[src/rtl/riscv_decode_stage.sv]
// riscv_decode_stage: RV32 instruction decode pipeline stage.
// Accepts {instr, pc} from fetch over valid/ready and presents the decoded
// fields one cycle later through an output register. A one-entry skid
// register absorbs the single instruction that can arrive while the consumer
// stalls. This keeps in_ready a pure register output.

package riscv_decode_pkg;

   // Major opcodes, instr[6:0]
   localparam logic [6:0] OP_LUI    = 7'b0110111;
   localparam logic [6:0] OP_AUIPC  = 7'b0010111;
   localparam logic [6:0] OP_JAL    = 7'b1101111;
   localparam logic [6:0] OP_JALR   = 7'b1100111;
   localparam logic [6:0] OP_BRANCH = 7'b1100011;
   localparam logic [6:0] OP_LOAD   = 7'b0000011;
   localparam logic [6:0] OP_STORE  = 7'b0100011;
   localparam logic [6:0] OP_RI     = 7'b0010011;
   localparam logic [6:0] OP_RR     = 7'b0110011;
   localparam logic [6:0] OP_FENCE  = 7'b0001111;
   localparam logic [6:0] OP_EXCPT  = 7'b1110011;

   // Bit positions inside the one-hot opcode class vector
   localparam int OH_LUI    = 10;
   localparam int OH_AUIPC  = 9;
   localparam int OH_JAL    = 8;
   localparam int OH_JALR   = 7;
   localparam int OH_BRANCH = 6;
   localparam int OH_LOAD   = 5;
   localparam int OH_STORE  = 4;
   localparam int OH_RI     = 3;
   localparam int OH_RR     = 2;
   localparam int OH_FENCE  = 1;
   localparam int OH_EXCPT  = 0;

   typedef enum logic [2:0] {
      FMT_R    = 3'b000,
      FMT_I    = 3'b001,
      FMT_S    = 3'b010,
      FMT_B    = 3'b011,
      FMT_U    = 3'b100,
      FMT_J    = 3'b101,
      FMT_NONE = 3'b111
   } fmt_e;

endpackage

module riscv_decode_stage
   import riscv_decode_pkg::*;
#(
   parameter int              XLEN     = 32,          // only 32 is supported
   parameter logic [XLEN-1:0] RESET_PC = '0
) (
   input  logic            clk,
   input  logic            rst,
   input  logic            flush,
   input  logic            in_valid,
   output logic            in_ready,
   input  logic [31:0]     in_instr,
   input  logic [XLEN-1:0] in_pc,
   output logic            out_valid,
   input  logic            out_ready,
   output logic [XLEN-1:0] out_pc,
   output logic [10:0]     out_opcode_1hot,
   output logic [2:0]      out_fmt,
   output logic [4:0]      out_rd,
   output logic [4:0]      out_rs1,
   output logic [4:0]      out_rs2,
   output logic [2:0]      out_funct3,
   output logic [6:0]      out_funct7,
   output logic [XLEN-1:0] out_imm,
   output logic            out_illegal
);

   typedef struct packed {
      logic [XLEN-1:0] pc;
      logic [10:0]     opcode_1hot;
      fmt_e            fmt;
      logic [4:0]      rd;
      logic [4:0]      rs1;
      logic [4:0]      rs2;
      logic [2:0]      funct3;
      logic [6:0]      funct7;
      logic [XLEN-1:0] imm;
      logic            illegal;
   } payload_t;

   payload_t dec;
   payload_t or_data;
   payload_t sk_data;
   logic     or_valid;
   logic     sk_valid;
   logic     in_ready_q;

   logic     accept;
   logic     or_free;
   logic     or_valid_n;
   logic     sk_valid_n;
   logic     load_or_from_sk;
   logic     load_or_from_in;
   logic     load_sk;

   // Decode the incoming instruction into a payload (pure combinational)
   always_comb begin
      // NOTE: combinational blocks use blocking '=' and give every output a
      // default first, so no path leaves a variable unassigned (no latch).
      dec             = '0;
      dec.pc          = in_pc;
      dec.fmt         = FMT_NONE;
      dec.rd          = in_instr[11:7];
      dec.rs1         = in_instr[19:15];
      dec.rs2         = in_instr[24:20];
      dec.funct3      = in_instr[14:12];
      dec.funct7      = in_instr[31:25];
      dec.illegal     = 1'b0;

      // Every valid opcode ends in 2'b11, so a word with other low bits
      // falls into the default arm and is flagged illegal.
      case (in_instr[6:0])
         OP_LUI:    begin dec.opcode_1hot[OH_LUI]    = 1'b1; dec.fmt = FMT_U; end
         OP_AUIPC:  begin dec.opcode_1hot[OH_AUIPC]  = 1'b1; dec.fmt = FMT_U; end
         OP_JAL:    begin dec.opcode_1hot[OH_JAL]    = 1'b1; dec.fmt = FMT_J; end
         OP_JALR:   begin dec.opcode_1hot[OH_JALR]   = 1'b1; dec.fmt = FMT_I; end
         OP_BRANCH: begin dec.opcode_1hot[OH_BRANCH] = 1'b1; dec.fmt = FMT_B; end
         OP_LOAD:   begin dec.opcode_1hot[OH_LOAD]   = 1'b1; dec.fmt = FMT_I; end
         OP_STORE:  begin dec.opcode_1hot[OH_STORE]  = 1'b1; dec.fmt = FMT_S; end
         OP_RI:     begin dec.opcode_1hot[OH_RI]     = 1'b1; dec.fmt = FMT_I; end
         OP_RR:     begin dec.opcode_1hot[OH_RR]     = 1'b1; dec.fmt = FMT_R; end
         OP_FENCE:  begin dec.opcode_1hot[OH_FENCE]  = 1'b1; dec.fmt = FMT_I; end
         OP_EXCPT:  begin dec.opcode_1hot[OH_EXCPT]  = 1'b1; dec.fmt = FMT_I; end
         default:   dec.illegal = 1'b1;
      endcase

      case (dec.fmt)
         FMT_I:   dec.imm = {{(XLEN-12){in_instr[31]}}, in_instr[31:20]};
         FMT_S:   dec.imm = {{(XLEN-12){in_instr[31]}}, in_instr[31:25], in_instr[11:7]};
         FMT_B:   dec.imm = {{(XLEN-13){in_instr[31]}}, in_instr[31], in_instr[7],
                             in_instr[30:25], in_instr[11:8], 1'b0};
         FMT_U:   dec.imm = {in_instr[31:12], 12'b0};
         FMT_J:   dec.imm = {{(XLEN-21){in_instr[31]}}, in_instr[31], in_instr[19:12],
                             in_instr[20], in_instr[30:21], 1'b0};
         default: dec.imm = '0;
      endcase
   end

   assign accept  = in_valid && in_ready_q;
   assign or_free = !or_valid || out_ready;

   // Next-state for the output/skid valid bits and which payload moves where
   always_comb begin
      or_valid_n      = or_valid;
      sk_valid_n      = sk_valid;
      load_or_from_sk = 1'b0;
      load_or_from_in = 1'b0;
      load_sk         = 1'b0;
      if (or_free) begin
         // Skid entry is older than anything on the input, so it goes first.
         // While it is valid in_ready is low, so no accept can coincide.
         if (sk_valid) begin
            load_or_from_sk = 1'b1;
            or_valid_n      = 1'b1;
            sk_valid_n      = 1'b0;
         end else if (accept) begin
            load_or_from_in = 1'b1;
            or_valid_n      = 1'b1;
         end else begin
            or_valid_n      = 1'b0;
         end
      end else if (accept) begin
         load_sk    = 1'b1;
         sk_valid_n = 1'b1;
      end
   end

   // Control state and output payload: reset beats flush beats handshake
   always_ff @(posedge clk) begin
      if (rst) begin
         or_valid       <= 1'b0;
         sk_valid       <= 1'b0;
         in_ready_q     <= 1'b1;
         or_data        <= '0;
         or_data.pc     <= RESET_PC;
         or_data.fmt    <= FMT_NONE;
      end else if (flush) begin
         or_valid       <= 1'b0;
         sk_valid       <= 1'b0;
         in_ready_q     <= 1'b1;
      end else begin
         or_valid       <= or_valid_n;
         sk_valid       <= sk_valid_n;
         in_ready_q     <= !sk_valid_n;
         if (load_or_from_sk) begin
            or_data <= sk_data;
         end else if (load_or_from_in) begin
            or_data <= dec;
         end
      end
   end

   // Skid payload capture while the output register is stalled
   always_ff @(posedge clk) begin
      // NOTE: the skid payload has no reset; it is only ever read when
      // sk_valid is set, and sk_valid itself is reset above.
      if (!rst && !flush && load_sk) begin
         sk_data <= dec;
      end
   end

   assign in_ready        = in_ready_q;
   assign out_valid       = or_valid;
   assign out_pc          = or_data.pc;
   assign out_opcode_1hot = or_data.opcode_1hot;
   assign out_fmt         = or_data.fmt;
   assign out_rd          = or_data.rd;
   assign out_rs1         = or_data.rs1;
   assign out_rs2         = or_data.rs2;
   assign out_funct3      = or_data.funct3;
   assign out_funct7      = or_data.funct7;
   assign out_imm         = or_data.imm;
   assign out_illegal     = or_data.illegal;

endmodule

[config.mk]
export PLATFORM = sky130hd
export DESIGN_NAME = riscv_decode_stage
export DESIGN_NICKNAME = d
export VERILOG_FILES = /design/src/rtl/riscv_decode_stage.sv
export SDC_FILE = /design/constraint.sdc
export NUM_CORES = 1
export LEC_CHECK = 0
export ABC_AREA = 1
export CAP_MARGIN = 10
export CORE_MARGIN = 2
export CORE_UTILIZATION = 30
export DETAILED_ROUTE_END_ITERATION = 16
export GPL_TIMING_DRIVEN = 0
export PLACE_DENSITY_LB_ADDON = 0.1
export SYNTH_ARGS = -nofsm -noshare
export SYNTH_HDL_FRONTEND = slang
export SYNTH_SLANG_ARGS = --single-unit
export TNS_END_PERCENT = 1
[constraint.sdc]
create_clock -name clk -period 9.44 [get_ports clk]
set_clock_uncertainty 0.1 [all_clocks]
set_input_delay 2.832 -clock clk [delete_from_list [all_inputs] [get_ports clk]]
set_output_delay 2.832 -clock clk [all_outputs]
set_load 0.02 [all_outputs]
==> results of run 1 <==
-- worst paths after layout --
path                     from     endpoint  slack, ns  cells after the start
hold reg to reg   out_imm[30]  out_imm[30]       0.37                      2
setup / recovery    out_ready   out_imm[8]       4.75                      8
hold / removal    out_imm[30]  out_imm[30]       0.37                      2
setup reg to reg    out_valid   out_imm[8]       7.19                      8
-- stage by stage --
stage          hold WS [ns]   util  cells  worst slack, ns
2_1_floorplan         0.393      -    997             1.21
3_3_place_gp          0.357  0.383   1554            -1.96
3_5_place_dp          0.359  0.386   1558             4.19
4_1_cts               0.369  0.412   1601             4.70
5_1_grt               0.394  0.412   1601             4.58
6_report              0.366  0.412   1601             4.75
-- logic make-up (layout without fill, tap and decap cells) --
group | after synthesis | in the layout
AND/OR/NAND/NOR | 444 | 444
AO/OA/AOI/OAI | 245 | 245
flip-flops | 211 | 211
buffers and inverters | 97 | 317
-- final cells by class --
class | count | share of cell area
sequential | 211 | 0.443
multi-input combinational | 689 | 0.265
timing repair buffer | 177 | 0.154
clock buffer | 40 | 0.0590
tap | 384 | 0.0404
buffer | 65 | 0.0260
inverter | 32 | 0.0101
clock inverter | 3 | 0.00221
-- worst reg2reg max path, stage by stage, from the launching register on --
cell and delay [ns]:
dfxtp_1 0.32, inv_1 0.05, nor2_1 0.06, nor2_1 0.65, inv_2 0.26, clkbuf_1 0.32, nand3_1 0.16, nand2_1 0.11
a21oi_1 0.14
-- power breakdown --
part           total (uW)  leakage (uW)  internal (uW)  switching, uW
sequential            997       0.00175            984           12.7
clock                 881      0.000353            504            377
combinational         208       0.00243           87.8            121
total                2090       0.00453           1580            510
-- placed cells by master (no fill, tap or decap), drive strengths merged --
master	count
dfxtp	107
nor3	3
nor2	130
clkinv	3
edfxtp	104
nand2	266
a21oi	162
nand3	44
inv	32
clkbuf	87
o21ai	72
buf	22
or2	1
clkdlybuf4s50	173
o22ai	11
-- flip-flops by register name, summed over array words and instances (netlist names) --
| name | count |
|---|---|
| out_illegal | 1 |
| out_rs1 | 5 |
| out_pc | 32 |
| in_ready | 1 |
| out_funct7 | 7 |
| out_rd | 5 |
| out_rs2 | 5 |
| out_imm | 32 |
| sk_data | 104 |
| out_valid | 1 |
| out_fmt | 3 |
| sk_valid | 1 |
| out_opcode_1hot | 11 |
| out_funct3 | 3 |
-- layer usage --
layer,vias to the layer above,wire (um),part of all wire
li1,3752,-,-
met2,201,12600,0.44
met4,0,672,0.024
met5,-,0,0
met3,41,1570,0.055
met1,3656,13700,0.48
==> flow_metrics.py, run 1 <==
metrics = {
    "status": {
        "status": "finished, final reports clean",
    },
    "clock_tree": {
        "clk_pin_slew_worst_paths_ns": 0.06,
        "cts_sinks": 211,
        "cts_buffers": 24,
        "insertion_delay_ns": 0.53,
        "hold_buffers": 0,
        "clock-root-buffer": "clkbuf_16",
        "cts-resized-gates": 0,
        "postCtsSetupBuffers": 0,
        "cts_buffer_depth": 3,
        "cts_tree": "built",
        "ctsHtreeMaxLevel": 1,
    },
    "logic_synthesis": {
        "async_reset_ff_frac": 0,
        "yosysTopAreaCellShare": 0.353,
        "yosysMostFrequentCell": "nand2_1",
        "synth_edf_count": 104,
        "ys_types": 25,
        "synth_top_family_by_area": "simple AND/OR/NAND/NOR gates",
        "synth-xor-area-share": 0,
        "syn_area_um2": 8840,
        "synth_flop_cell": "dfxtp_1",
        "synth.area.mux_share": 0,
        "synth_top_cell_by_area": "edfxtp_1",
        "synthCells": 997,
        "yosys_register_bits": 211,
        "syn_avg_cell_area_um2": 8.87,
        "synth-simple-area-share": 0.212,
        "synth-adder-area-share": 0,
        "synth_compound_area_frac": 0.143,
        "syn_nets": 1066,
        "yosysSeqAreaShare": 0.596,
        "ys_warn_count": 0,
        "synth_area_leaders": "edfxtp_1 (35%), dfxtp_1 (24%), nand2_1 (11%)",
        "yosys-top-cells-count": "nand2_1 (259), a21oi_1 (155), nor2_1 (119)",
    },
    "global_routing": {
        "overflow": 0,
        "grt_pass1_wl_um": 44400,
        "grt_start_max_net_pins": 31,
        "antenna_found_initial": 1,
        "grtUsageMet3": 0.0320,
        "grtUsageTotal": 0.184,
        "busiest_layer": "met2",
        "grt_pass1_vias": 7522,
        "gr-usage-met2": 0.291,
        "met1_usage": 0.263,
    },
    "placed_design": {
        "place_area_um2": 11200,
        "dpl.hpwl_um": 20100,
        "gp_congestion": 0.802,
        "place.port_buffers": 173,
    },
    "detailed_routing": {
        "drtAntennaViolNets": 0,
        "drc": 0,
        "via_per_inst": 4.78,
        "post_drt_wl_per_cell_um": 17.8,
        "firstDrtPassIters": 5,
        "drt_wl_total_um": 28500,
        "drt-initial-drc-count": 622,
        "vias": 7650,
    },
    "power": {
        "powerDensity_nw_per_um2": 176,
        "irDropWorstVdd_uv": 115,
        "leakage_uw": 0.00453,
        "fin_total_pwr_uw": 2090,
    },
    "setup_path": {
        "cp.required_ns": 9.78,
        "max_stage_delay_ns": 0.65,
        "crit_chain": "clkdlybuf4s50_1, nor2_1, nor2_1, inv_2, clkbuf_1, nand3_1, nand2_1, a21oi_1",
        "cp_num_buf_inv": 3,
        "critical_path.top_delay_family": "buffers and inverters",
        "crit_fanout": 10,
        "path_class": "in -> reg",
        "crit_slowest_cell": "nor2_1",
        "crit_top_cell": "nor2_1",
        "end_kind": "flop",
        "worst_setup_path_start_kind": "primary input",
        "critPathArrivalTime_ns": 5.04,
    },
    "timing": {
        "post-route-period-util": 0.497,
        "worst_pin_slew_ns": 0.857,
        "layout_min_cycle_time_ns": 4.69,
        "hold_viol": 0,
        "final.setup.tns_ns": 0,
        "slew_headroom": 0.429,
        "fmax_mhz": 213,
        "setup_viol": 0,
        "rsz0062_at_grt": "no",
        "final-max-slew-violation-count": 0,
    },
    "final_layout": {
        "register_area_um2": 5270,
        "n_fill_cell": 2959,
        "stdcell_area_um2": 11900,
        "layout.nets": 1269,
        "drive_gt1_frac": 0.0813,
        "area_delta_synth_final_pct": 34.4,
        "antenna_cells": 0,
        "multiInputGateArea_um2": 3150,
    },
    "worst_hold_path": {
        "hold_class": "reg -> reg",
    },
    "floorplan": {
        "die_height_um": 176,
        "core-area_um2": 28900,
        "io_pins": 175,
        "rows": 62,
        "initial_core_util": 0.306,
        "die_x_um": 176,
        "die_area_um2": 30900,
    },
    "run": {
        "cap_viol_max_count": 0,
    },
}
No activity file was read; power rests on OpenSTA's default activity.
==> run 2, diff against run 1 <==
clock period = 4.41 ns   (was 9.44 ns; I/O delays follow)
==> run 2 against run 1 <==
Net effect:
- sequential power is 110% higher
- combinational power is 110% higher
- largest power group unchanged
- critical path depth is the same
- count of clock-buffer cells in the layout is 3 lower
- die area unchanged
- wire length grew 1.2%
- register-to-register slack got worse by 5.1 ns
- final area down 0.23%
- critical endpoint is now out_imm[6]
==> flow_metrics.py, run 2 (synthesized netlist as in run 1, its figures left out) <==
metrics = {
    "detailed_routing": {
        "firstDrtPassIters": 5,
        "drt-initial-drc-count": 619,
        "via_per_inst": 4.79,
        "drtAntennaViolNets": 0,
        "drt_wl_total_um": 28900,
        "vias": 7676,
        "post_drt_wl_per_cell_um": 18.0,
        "drc": 0,
    },
    "placed_design": {
        "dpl.hpwl_um": 20300,
        "place_area_um2": 11100,
        "place.port_buffers": 173,
        "gp_congestion": 0.831,
    },
    "setup_path": {
        "cp_num_buf_inv": 3,
        "crit_fanout": 10,
        "cp.required_ns": 4.75,
        "path_class": "in -> reg",
        "critical_path.top_delay_family": "buffers and inverters",
        "crit_slowest_cell": "nor2_1",
        "crit_top_cell": "nor2_1",
        "max_stage_delay_ns": 0.69,
        "end_kind": "flop",
        "crit_chain": "clkdlybuf4s50_1, nor2_1, nor2_1, inv_2, clkbuf_1, nand3_1, nand2_1, a21oi_1",
        "worst_setup_path_start_kind": "primary input",
        "critPathArrivalTime_ns": 3.58,
    },
    "timing": {
        "rsz0062_at_grt": "no",
        "final-max-slew-violation-count": 0,
        "hold_viol": 0,
        "fmax_mhz": 308,
        "final.setup.tns_ns": 0,
        "slew_headroom": 0.393,
        "layout_min_cycle_time_ns": 3.24,
        "post-route-period-util": 0.736,
        "setup_viol": 0,
        "worst_pin_slew_ns": 0.908,
    },
    "clock_tree": {
        "cts_buffers": 24,
        "clock-root-buffer": "clkbuf_16",
        "insertion_delay_ns": 0.53,
        "postCtsSetupBuffers": 0,
        "cts-resized-gates": 0,
        "hold_buffers": 0,
        "clk_pin_slew_worst_paths_ns": 0.06,
        "ctsHtreeMaxLevel": 1,
        "cts_tree": "built",
        "cts_sinks": 211,
        "cts_buffer_depth": 3,
    },
    "status": {
        "status": "finished, final reports clean",
    },
    "final_layout": {
        "area_delta_synth_final_pct": 34.1,
        "multiInputGateArea_um2": 3150,
        "register_area_um2": 5270,
        "stdcell_area_um2": 11900,
        "largest-register": "sk_data",
        "antenna_cells": 0,
        "layout.nets": 1268,
        "largest_reg_flops": 104,
        "drive_gt1_frac": 0.0830,
        "n_fill_cell": 2991,
        "final_common_cell": "nand2_1",
        "final_cell_mix": "nand2_1 (259), clkdlybuf4s50_1 (173), a21oi_1 (155)",
    },
    "floorplan": {
        "die_x_um": 176,
        "core-area_um2": 28900,
        "initial_core_util": 0.306,
        "rows": 62,
        "io_pins": 175,
        "die_area_um2": 30900,
        "die_height_um": 176,
    },
    "power": {
        "powerDensity_nw_per_um2": 376,
        "leakage_uw": 0.00453,
        "irDropWorstVdd_uv": 222,
    },
    "global_routing": {
        "grt_start_max_net_pins": 32,
        "overflow": 0,
        "grtUsageTotal": 0.185,
        "grt_pass1_wl_um": 44700,
        "grt_pass1_vias": 7582,
        "antenna_found_initial": 1,
    },
    "run": {
        "cap_viol_max_count": 0,
    },
    "worst_hold_path": {
        "hold_class": "reg -> reg",
    },
}
==> run 2: cell types whose count changed in the layout (fill, tap and decap cells not counted), sizes merged <==
cell    before  now
clkinv       3    7
buf         22   21
clkbuf      87   84
==> run 2: layer usage <==
metal | track usage | share of wire
met5 | 0 | 0.00045
met3 | 0.0294 | 0.055
met1 | 0.266 | 0.48
met4 | 0.0393 | 0.019
met2 | 0.295 | 0.45
==> run 2: area by class of cell <==
cell class / count / area share
multi-input cells: 689 / 0.266
plain buffers: 65 / 0.0261
clock buffers: 37 / 0.0582
inverters: 32 / 0.0101
clock inverters: 7 / 0.00380
repair buffers: 176 / 0.151
well taps: 384 / 0.0405
flip-flops and latches: 211 / 0.444
==> run 2: final timing paths <==
check	from	to	slack (ns)	depth (start not counted)
max	out_ready	out_imm[6]	1.17	8
min	out_imm[21]	out_imm[21]	0.36	2
max reg2reg	sk_valid	out_imm[6]	2.08	7
min reg2reg	out_imm[21]	out_imm[21]	0.36	2
==> run 2: tightest hold or removal path, cell delays in order, from the launching register on <==
cell,delay [ns]
dfxtp_1,0.31
nand2_1,0.06
a21oi_1,0.05
==> run 2: power breakdown <==
group / internal [uW] / switching [uW] / total [uW]
Clock: 1080 / 805 / 1880
Sequential: 2110 / 27.1 / 2130
Combinational: 188 / 259 / 446
==> run 2: metrics by stage <==
stage | worst slack, ns | std cells | util | hold slack (ns) | total power [uW]
after floorplan | 0.590 | 997 | - | 0.393 | 2370
after global placement | -0.787 | 1554 | 0.383 | 0.353 | 2620
after detailed placement | 0.647 | 1557 | 0.385 | 0.359 | 2620
after CTS | 1.18 | 1601 | 0.411 | 0.368 | 4510
after global routing | 1.04 | 1601 | 0.411 | 0.383 | 4640
final | 1.17 | 1601 | 0.411 | 0.363 | 4460
==> run 3, diff against run 2 <==
clock period = 2.7 ns   (was 4.41 ns; I/O delays follow)
==> run 3 against run 2 <==
Net effect:
- utilization is 0.41 points higher
- combinational power is 64% higher
- global-route usage is 0.16 points lower
- critical path type unchanged
- largest power group unchanged
==> flow_metrics.py, run 3 (synthesized netlist as in run 1, its figures left out) <==
metrics = {
    "placed_design": {
        "place.port_buffers": 173,
        "place_area_um2": 11200,
        "gp_congestion": 0.776,
        "dpl.hpwl_um": 20200,
    },
    "clock_tree": {
        "postCtsSetupBuffers": 0,
        "cts_buffer_depth": 3,
        "cts_tree": "built",
        "cts_sinks": 211,
        "clock-root-buffer": "clkbuf_16",
        "cts_buffers": 24,
        "hold_buffers": 0,
        "insertion_delay_ns": 0.53,
        "ctsHtreeMaxLevel": 1,
        "clk_pin_slew_worst_paths_ns": 0.06,
    },
    "setup_path": {
        "max_stage_delay_ns": 0.42,
        "cp.required_ns": 3.06,
        "rr_startpoint": "out_valid",
        "critPathArrivalTime_ns": 2.83,
        "reg2reg_setup_slack_ns": 0.61,
        "crit_fanout": 10,
        "path_class": "in -> reg",
        "ff2ff_path_depth": 8,
        "r2r_end": "out_imm[15]",
        "crit_chain": "clkdlybuf4s50_1, nor2_1, nor3_2, inv_2, buf_2, clkbuf_1, nand2_1, a21oi_2",
        "worst_setup_path_start_kind": "primary input",
        "end_kind": "flop",
        "crit_slowest_cell": "clkdlybuf4s50_1",
    },
    "run": {
        "cap_viol_max_count": 0,
    },
    "power": {
        "p_clk_frac": 0.441,
        "p_comb_frac": 0.097,
        "fin_total_pwr_uw": 7540,
        "p_switching_uw": 1810,
        "powerDensity_nw_per_um2": 630,
        "pwr-share-seq": 0.462,
        "irDropWorstVdd_uv": 391,
        "leakage_uw": 0.00458,
        "internal-power_uw": 5730,
        "switching_share": 0.240,
    },
    "timing": {
        "post-route-period-util": 0.915,
        "setup_viol": 0,
        "final-max-slew-violation-count": 0,
        "hold_viol": 0,
        "layout_min_cycle_time_ns": 2.47,
        "slew_headroom": 0.544,
        "fmax_mhz": 405,
        "final.setup.tns_ns": 0,
        "rsz0062_at_grt": "no",
        "worst_pin_slew_ns": 0.683,
    },
    "final_layout": {
        "antenna_cells": 0,
        "area_delta_synth_final_pct": 35.4,
        "layout.nets": 1269,
        "largest_reg_flops": 104,
        "drive_gt1_frac": 0.0903,
        "final_common_cell": "nand2_1",
        "largest-register": "sk_data",
        "stdcell_area_um2": 12000,
        "final_cell_mix": "nand2_1 (258), clkdlybuf4s50_1 (173), a21oi_1 (155)",
    },
    "global_routing": {
        "grtUsageTotal": 0.184,
        "overflow": 0,
        "antenna_found_initial": 1,
        "grt_start_max_net_pins": 29,
        "grt_pass1_vias": 7497,
        "grt_pass1_wl_um": 44200,
    },
    "detailed_routing": {
        "vias": 7626,
        "post_drt_wl_per_cell_um": 17.8,
        "drt-initial-drc-count": 432,
        "via_per_inst": 4.76,
        "drt_wl_total_um": 28500,
        "drtAntennaViolNets": 0,
        "firstDrtPassIters": 4,
        "drc": 0,
    },
    "worst_hold_path": {
        "hold_depth": 2,
        "min_to": "out_imm[26]",
        "hold_class": "reg -> reg",
        "worstHoldStart": "out_imm[26]",
    },
    "floorplan": {
        "io_pins": 175,
        "rows": 62,
        "die_height_um": 176,
        "initial_core_util": 0.306,
        "die_area_um2": 30900,
        "core-area_um2": 28900,
        "die_x_um": 176,
    },
    "status": {
        "status": "finished, final reports clean",
    },
}
run 3: area by class of cell:
type | instances | area (um2)
plain buffers | 65 | 330
well taps | 384 | 480
multi-input cells | 689 | 3160
fillers | 2908 | 16900
clock buffers | 30 | 643
repair buffers | 177 | 1810
flip-flops and latches | 211 | 5270
inverters | 32 | 120
clock inverters | 14 | 156
run 3: how the worst max path moves through the flow:
stage                start          end  slack [ns]  depth (start not counted)
3_5_place_dp     out_ready   out_imm[4]       -0.56                          8
3_3_place_gp     out_ready  sk_data[56]       -2.02                          4
6_report         out_ready  out_imm[15]        0.23                          8
2_1_floorplan          rst   sk_data[0]       -0.53                          4
4_1_cts        in_instr[6]   out_fmt[1]        0.18                         10
5_1_grt          out_ready  out_imm[22]        0.02                          8
run 3: repair_timing:
| item | 4_1_cts | 5_1_grt |
|---|---|---|
| setup endpoints to repair | 6 | 0 |
| endpoints found under the hold margin | 0 | 0 |
| resized for setup | 1 | 0 |
run 3: per-layer routing:
| layer | GRT usage | routed length (um) | vias up |
|---|---|---|---|
| li1 | - | - | 3769 |
| met1 | 0.258 | 13600 | 3600 |
| met2 | 0.293 | 12700 | 207 |
| met3 | 0.0327 | 1500 | 48 |
| met4 | 0.0461 | 693 | 2 |
| met5 | 0 | 13 | - |
run 3: worst max-delay path: cells and delay by family:
kind            cells  cell delay, ns
compound gates      1            0.16
simple gates        3            0.50
buf+inv             4            1.34
run 3: through the flow:
| stage | hold WS [ns] | utilization | std cells | setup WS (ns) |
|---|---|---|---|---|
| 3_3_place_gp | 0.355 | 0.384 | 1554 | -2.02 |
| 4_1_cts | 0.367 | 0.415 | 1602 | 0.178 |
| 6_report | 0.365 | 0.415 | 1602 | 0.229 |
| 2_1_floorplan | 0.393 | - | 997 | -0.525 |
| 5_1_grt | 0.381 | 0.415 | 1602 | 0.0216 |
| 3_5_place_dp | 0.358 | 0.387 | 1558 | -0.557 |
run 3: power groups by stage:
stage | Clock, uW | Sequential, uW | Combinational [uW]
detailed placement | 0 | 3550 | 735
CTS | 3400 | 3490 | 740
global route | 3520 | 3490 | 793
floorplan | 0 | 3650 | 228
finish | 3330 | 3480 | 730
global placement | 0 | 3550 | 734
